**config.mk**
```make
export PLATFORM = sky130hd
export DESIGN_NAME = tdoa_collector
export DESIGN_NICKNAME = d
export VERILOG_FILES = /design/src/rtl/tdoa_collector.sv
export SDC_FILE = /design/constraint.sdc
export NUM_CORES = 1
export LEC_CHECK = 0
export CORE_ASPECT_RATIO = 0.5
export CORE_MARGIN = 5
export CORE_UTILIZATION = 35
export CTS_CLUSTER_DIAMETER = 200
export DETAILED_ROUTE_END_ITERATION = 10
export HOLD_SLACK_MARGIN = 0.02
export SYNTH_ARGS = -nofsm -noshare
export SYNTH_HDL_FRONTEND = slang
export SYNTH_HIERARCHICAL = 1
export SYNTH_SLANG_ARGS = --single-unit
```
**constraint.sdc**
```tcl
create_clock -name clk -period 9 [get_ports clk]
set_input_delay 1.8 -clock clk [delete_from_list [all_inputs] [get_ports clk]]
set_output_delay 1.8 -clock clk [all_outputs]
set_load 0.02 [all_outputs]
```
**src/rtl/tdoa_collector.sv**
```systemverilog
// Collects one timestamp per microphone channel into an acoustic event and presents
// per-channel deltas against the earliest stamp. Optional drop counter: TDOA_DROP_CNT_EN.

// One channel: capture handshake, stamp register and delta register.
module tdoa_lane #(
  parameter int WIDTH = 32
) (
  input  logic             clk,
  input  logic             rst,
  input  logic             cap_en,
  input  logic             clr,
  input  logic             ld,
  input  logic             ts_valid,
  input  logic [WIDTH-1:0] ts,
  input  logic [WIDTH-1:0] ref_ts,
  output logic             cap,
  output logic             ack,
  output logic             mask,
  output logic [WIDTH-1:0] stamp,
  output logic [WIDTH-1:0] delta
);
  // The ack guard keeps a stamp whose source has not yet seen its ack from being taken twice.
  assign cap = cap_en & ts_valid & ~mask & ~ack;

  always_ff @(posedge clk) begin
    if (rst) begin
      ack   <= 1'b0;
      mask  <= 1'b0;
      stamp <= '0;
      delta <= '0;
    end else begin
      ack <= cap;
      if (clr)      mask <= 1'b0;
      else if (cap) mask <= 1'b1;
      if (cap) stamp <= ts;
      if (ld)  delta <= stamp - ref_ts;
    end
  end
endmodule

module tdoa_collector #(
  parameter int NUM_CH = 3,
  parameter int WIDTH  = 32,
  parameter int WINDOW = 100000
) (
  input  logic                    clk,
  input  logic                    rst,
  input  logic [NUM_CH*WIDTH-1:0] ts_in,
  input  logic [NUM_CH-1:0]       ts_valid,
  output logic [NUM_CH-1:0]       ts_ack,
  output logic                    evt_valid,
  input  logic                    evt_ready,
  output logic [NUM_CH*WIDTH-1:0] evt_delta,
  output logic [2:0]              evt_ref_ch
`ifdef TDOA_DROP_CNT_EN
  ,
  output logic [15:0]             drop_cnt
`endif
);
  localparam int CW = $clog2(WINDOW + 1);
  localparam logic [CW-1:0] WIN = CW'(WINDOW);
  localparam logic signed [WIDTH-1:0] SZERO = '0;

  typedef enum logic [1:0] {IDLE, COLLECT, CALC, PRESENT} state_t;

  state_t                         state;
  logic [CW-1:0]                  cnt;
  logic [NUM_CH-1:0]              cap, mask;
  logic [NUM_CH-1:0][WIDTH-1:0]   stamp, delta;
  logic                           cap_en, clr, ld, timeout, full_now, full_nxt;
  logic [WIDTH-1:0]               ref_ts;
  logic [2:0]                     ref_sel;
  logic signed [WIDTH-1:0]        sdiff;
  int                             ref_idx;

  assign full_now = &mask;
  assign full_nxt = &(mask | cap);
  assign cap_en   = (state == IDLE) || ((state == COLLECT) && (cnt <= WIN));
  // Captures on the final window edge still count toward completing the event.
  assign timeout  = (state == COLLECT) && (cnt == WIN) && !full_nxt;
  assign clr      = timeout || ((state == PRESENT) && evt_ready);
  assign ld       = (state == CALC);

  for (genvar i = 0; i < NUM_CH; i++) begin : g_lane
    tdoa_lane #(.WIDTH(WIDTH)) u_lane (
      .clk      (clk),
      .rst      (rst),
      .cap_en   (cap_en),
      .clr      (clr),
      .ld       (ld),
      .ts_valid (ts_valid[i]),
      .ts       (ts_in[i*WIDTH +: WIDTH]),
      .ref_ts   (ref_ts),
      .cap      (cap[i]),
      .ack      (ts_ack[i]),
      .mask     (mask[i]),
      .stamp    (stamp[i]),
      .delta    (delta[i])
    );
    assign evt_delta[i*WIDTH +: WIDTH] = delta[i];
  end

  // Wrap-aware earliest stamp; strict compare keeps the lowest index on ties.
  always_comb begin
    ref_idx = 0;
    sdiff   = '0;
    for (int i = 1; i < NUM_CH; i++) begin
      sdiff = stamp[i] - stamp[ref_idx];
      if (sdiff < SZERO) ref_idx = i;
    end
    ref_sel = 3'(ref_idx);
    ref_ts  = stamp[ref_idx];
  end

  always_ff @(posedge clk) begin
    if (rst) begin
      state      <= IDLE;
      cnt        <= '0;
      evt_valid  <= 1'b0;
      evt_ref_ch <= '0;
    end else begin
      case (state)
        IDLE: if (|cap) begin
          state <= COLLECT;
          cnt   <= '0;
        end
        COLLECT: begin
          if (cnt != WIN) cnt <= cnt + 1'b1;
          if (full_now)     state <= CALC;
          else if (timeout) state <= IDLE;
        end
        CALC: begin
          state      <= PRESENT;
          evt_valid  <= 1'b1;
          evt_ref_ch <= ref_sel;
        end
        PRESENT: if (evt_ready) begin
          state     <= IDLE;
          evt_valid <= 1'b0;
        end
        default: state <= IDLE;
      endcase
    end
  end

`ifdef TDOA_DROP_CNT_EN
  always_ff @(posedge clk) begin
    if (rst)                                drop_cnt <= '0;
    else if (timeout && drop_cnt != 16'hFFFF) drop_cnt <= drop_cnt + 16'd1;
  end
`endif
endmodule

```
After elaboration in Yosys (flattened, before gate mapping)
Cells that the tools add are included.
- flip-flop bits (word level): 221
- input port bits: 102
- output and inout bits: 103
- word-level logic and storage cells: 87
- add/subtract/negate cells: 6
- magnitude comparators: 5
- equality and inequality tests: 9
- multiplexer cells: 18
- bitwise operators: 16
- reductions and logical operators: 17
- operator list (kind ; number):
    $mux W32 ; 5
    $sub A32 B32 Y32 ; 5
    $bmux W32 S2 ; 2
    $lt A32 B1 Y1 const B ; 2
    $lt A32 B4 Y1 const B ; 2
    $mux W17 ; 2
    $pmux W17 S2 ; 1
    $add A17 B1 Y17 const B ; 1
    $eq A17 B17 Y1 const B ; 1
    $le A17 B17 Y1 const B ; 1
    $ne A17 B17 Y1 const B ; 1
    $reduce_and A3 Y1 ; 4
    $and A1 B1 Y1 ; 9
    $mux W2 ; 4
    $pmux W2 S4 ; 1
    $not A1 Y1 ; 6
    $eq A2 B2 Y1 const B ; 2
    $logic_and A1 B1 Y1 ; 4
    $ne A2 B1 Y1 const B ; 2
    $reduce_bool A2 Y1 ; 2
    $ne A3 B3 Y1 const B ; 1
    $or A3 B3 Y3 ; 1
    $reduce_or A3 Y1 ; 1
    $eq A2 B1 Y1 const B ; 1
    other kinds (8) ; 10

Depth between registers and ports, before layout
- word-level depth: 13
- depth in mapped cells: 32
- gate-level depth less buffers: 29

Hierarchy
The synthesis kept the hierarchy.
- by module, submodules not included (module ; instances ; cells an instance ; area each (um^2) ; seq. area each (um^2)):
    tdoa_lane at g_lane[0].u_lane ... ; 2 ; 519 ; 4060.1 ; 1321.3
    tdoa_lane at g_lane[2].u_lane ; 1 ; 538 ; 4165.2 ; 1321.3
    tdoa_collector ; 1 ; 468 ; 3403.3 ; 440.4

Least setup slack after synthesis
OpenSTA, ideal clock, no wires.
- kind: flip-flop to flip-flop
- start: reg g_lane[0].u_lane.stamp[29]
- end: reg g_lane[0].u_lane.delta[30]
- library setup time: 0.117 ns
- arrival time: 6.680 ns
- required time: 8.883 ns
- setup slack: 2.203 ns
- cell stages (with the launch flop): 30
- path buffers: 2
- period minus slack after synthesis: 6.797 ns
- path through: dfxtp_1 inv_1 ha_1 nand4_1 or4_1 clkinv_1 a21oi_1 a211oi_4 clkbuf_1 nor2_1 a21oi_1 ha_1 a211oi_1 o21bai_1 a211oi_1 o21ai_0 a21oi_1 nand3_1 o211ai_4 xnor2_4 buf_6 mux2i_1 fa_1 and2b_1 o2111ai_1 a2111o_1 a211oi_2 o211a_1 or3_1 a32o_1
- word-level cells in the longest chain between the ends: 13
- ends and longest elaborated chain (what ; line ; RTL):
    from (decl) ; 19 ; output logic [WIDTH-1:0] stamp,
    from (signal assigned) ; 35 ; if (cap) stamp <= ts;
    $sub A32 B32 Y32 ; 108 ; sdiff = stamp[i] - stamp[ref_idx];
    $lt A32 B1 Y1 ; 109 ; if (sdiff < SZERO) ref_idx = i;
    $mux W1 ; 109 ;
    $bmux W32 S2 ; 108 ;
    $mux W32 (not written as such) (2 in a row) ; 108 ;
    $sub A32 B32 Y32 ; 108 ;
    $lt A32 B1 Y1 ; 109 ;
    $mux W32 * ; 109 ;
    $bmux W32 S2 * ; 112 ; ref_ts = stamp[ref_idx];
    $mux W32 (not written as such) * (2 in a row) ; 112 ;
    via ref_ts[1] ; 71 ; logic [WIDTH-1:0] ref_ts;
    $sub A32 B32 Y32 * ; 36 ; if (ld) delta <= stamp - ref_ts;
    to (signal assigned) ; 36 ;
    to (decl) ; 20 ; output logic [WIDTH-1:0] delta
The timed path passes the listed nets; every way through them passes the cells marked *. The select of a mux whose other input is x is not followed.
A chain may end at the register's enable or synchronous reset.

Final worst setup path
- start: reg g_lane[0].u_lane.stamp[30]
- end: reg g_lane[0].u_lane.delta[30]
The elaborated chain is that of the path after synthesis.

==> run summary <==
Status: complete, no violations
CTS tree: built
Vias per inst: 5.35
Fmax: 0.118 GHz
Initial core utilization: 0.357
Drt first-iter violations: 1363
Finished Cell Area: 19100 sq um
Xor and xnor area share after synthesis: 0.0463
Async SR Flop Fraction: 0
Hold Fails Final Rpt: 0
Sink Count: 220
Max H-tree Level: 1
Power per cell area: 235 nW/um^2
CTS buffer count: 24
Crit share post-route: 0.939
RSZ-0062 raised after global routing: false
Die Ht: 160 um
Worst VDD drop: 0.000143 V
Ant. Diodes: 0
Clk Tree Root Cell: clkbuf_16
Setup violations, final: 0
Mapped Cells: 2044
Main combinational cell family by area after synthesis: compound AO/OA/AOI/OAI gates
Via count: 15079
Layout Area Growth over Synthesis: 21.7%
Post-route setup TNS: 0 ps
Worst EP arrival: 8870 ps
Mux contribution to synthesized area: 0.0423
Top cells by area, synth: dfxtp_1 28%, ha_1 12%, a21oi_1 7.7%
Die width: 309 um
Total Power: 4480 uW
Max FO, Critical Path: 35
DR WL/cell: 19.9 um
Critical register-to-register path startpoint: g_lane[0].u_lane/stamp[30]$_SDFFE_PP0P_
Worst skew pair latency: 560 ps
CP endpoint kind: flip-flop
CP max-delay cell: xnor2_4
Mapped cell area: 15700 sq um
Leading area contributor after synthesis: dfxtp_1
Core ar.: 43900 sq um
Post-synthesis compound-gate area fraction: 0.237
Max cap viols: 0
Worst slew pin tran: 1070 ps
Main synth FF type: dfxtp_1
Final Skew: 26.0 ps
Post_cts resized: 0
Final net count: 2477
# rows: 54
Post-CTS Setup Inserts: 0
Hold Buf Count CTS: 0
Placer congestion estimate: 0.944
Minimum clock period: 8450 ps
Top-count cell post-synth: nand2_1
Share of layout cells above drive strength 1: 0.0497
Input/output buffers: 203
Commonest cells post-synth: 297 x nand2_1, 242 x a21oi_1, 220 x dfxtp_1
Slew HR: 0.282
Register area share after synthesis: 0.281
CTS clk-pin slew, worst paths: 60 ps
CP endpoint: g_lane[0].u_lane/delta[30]$_SDFFE_PP0P_
Largest net degree at the start of global routing: 99
Mean post-synth cell area: 7.68 sq um
Flops & latches, synth: 220
Max-slew violations: 0
Synth unique cells: 92
Post-synth EDFFs: 0
Yosys warnings: 6
Crit Path Class: reg -> reg
Synth top area share: 0.281
Simple-gate share of the synthesized area: 0.197
Total Wirelength: 56.0 mm
Slowest stage delay, CP: 700 ps
GRT Total Usage: 0.217
Worst hold path type: reg -> reg
Die area: 49400 sq um
Worst EP required: 9430 ps
First-pass GRT wire length: 84.8 mm
CP startpoint: g_lane[0].u_lane/stamp[30]$_SDFFE_PP0P_
Vias in the first global route: 14132
Max Buffers Root-to-Sink: 3
Initial DRT Pass Iterations: 7
Post-synthesis adder-cell area fraction: 0.127
Worst r2r path cells: 28
DRC violations left: 0
Lkg Pwr: 0.00765 uW
GRT Residual Overflow: 0
Reg-to-reg critical path endpoint: g_lane[0].u_lane/delta[30]$_SDFFE_PP0P_
ANT nets after route: 0
Setup crit start kind: flip-flop
Syn Nets: 2304
DP HPWL: 44.8 mm
Ports: 205
Initial antenna violation count: 3
R2r setup slk: 550 ps
DP Area: 18300 sq um
[sequential cells by signal, indices dropped and copies added, names as in the netlist, named ones only]
register / count
g_lane.u_lane/ack: 3
evt_valid: 1
g_lane.u_lane/delta: 96
cnt: 17
g_lane.u_lane/mask: 3
state: 1
evt_ref_ch: 2
g_lane.u_lane/stamp: 96
[kinds of logic after synthesis]
kind of cell    Yosys count
simple gates            673
flops                   220
other cells               1
compound gates          571
fa+ha+maj               158
xor+xnor                 80
mux                      66
buf+inv                 275
[cells in the final DEF (no fill, tap or decap), types with 37 or more instances in the layout]
cell type | netlist | final
nand2_1 | 297 | 297
a21oi_1 | 242 | 242
dfxtp_1 | 220 | 220
clkdlybuf4s50_1 | 0 | 202
inv_1 | 184 | 184
ha_1 | 155 | 155
nor2_1 | 155 | 154
o21ai_0 | 74 | 74
mux2i_1 | 64 | 64
a21o_1 | 50 | 50
xor2_1 | 42 | 42
nand3_1 | 37 | 37
[worst min-delay path by stage]
| stage | start | endpoint | slack (ps) | depth (start not counted) |
|---|---|---|---|---|
| floorplan | g_lane[0].u_lane/stamp[10]$_SDFFE_PP0P_ | g_lane[0].u_lane/stamp[10]$_SDFFE_PP0P_ | 450 | 2 |
| global placement | g_lane[0].u_lane/delta[27]$_SDFFE_PP0P_ | g_lane[0].u_lane/delta[27]$_SDFFE_PP0P_ | 440 | 2 |
| detailed placement | g_lane[0].u_lane/delta[31]$_SDFFE_PP0P_ | g_lane[0].u_lane/delta[31]$_SDFFE_PP0P_ | 450 | 2 |
| CTS | g_lane[1].u_lane/delta[31]$_SDFFE_PP0P_ | g_lane[1].u_lane/delta[31]$_SDFFE_PP0P_ | 460 | 2 |
| global route | g_lane[2].u_lane/delta[19]$_SDFFE_PP0P_ | g_lane[2].u_lane/delta[19]$_SDFFE_PP0P_ | 490 | 2 |
| finish | g_lane[0].u_lane/delta[31]$_SDFFE_PP0P_ | g_lane[0].u_lane/delta[31]$_SDFFE_PP0P_ | 450 | 2 |
[worst max-delay path: cells and delay by family (launching register included)]
kind,cells,cell delay (ps)
DFF,1,370
adders and majority gates,4,1300
muxes,1,520
xor gates and xnor gates,1,700
and+or+nand+nor,7,2100
buffers and inverters,4,910
AOI/OAI and AO/OA,11,2400
[through the flow]
stage          utilization  instances  setup WS, ps  hold slack [ps]
3_5_place_dp         0.417       2779           660              445
5_1_grt              0.435       2821          36.0              486
3_3_place_gp         0.417       2779           854              440
2_1_floorplan            -       2044          2200              454
6_report             0.435       2821           552              455
4_1_cts              0.435       2821           614              460
[metal layers]
metal  part of all wire  up-vias  global-route usage  routed length (um)
li1                   -     7513                   -                   -
met1               0.51     7100               0.332               28300
met2               0.41      404               0.316               22800
met3              0.066       62              0.0401                3670
met4              0.022        0              0.0439                1250
met5                  0        -                   0                   0
[power by group]
| part | switching, uW | internal, uW |
|---|---|---|
| registers | 59.3 | 1010 |
| logic | 1450 | 954 |
| clock network | 446 | 561 |
[cell type report]
| class | instances | area, sq um |
|---|---|---|
| timing repair buffer | 234 | 2270 |
| clock buffer | 34 | 689 |
| multi-input combinational | 1549 | 10200 |
| inverter | 188 | 706 |
| tap | 588 | 736 |
| sequential | 220 | 4400 |
| fill | 4556 | 24800 |
| clock inverter | 8 | 72.6 |
(Power assumes the default switching activity.)
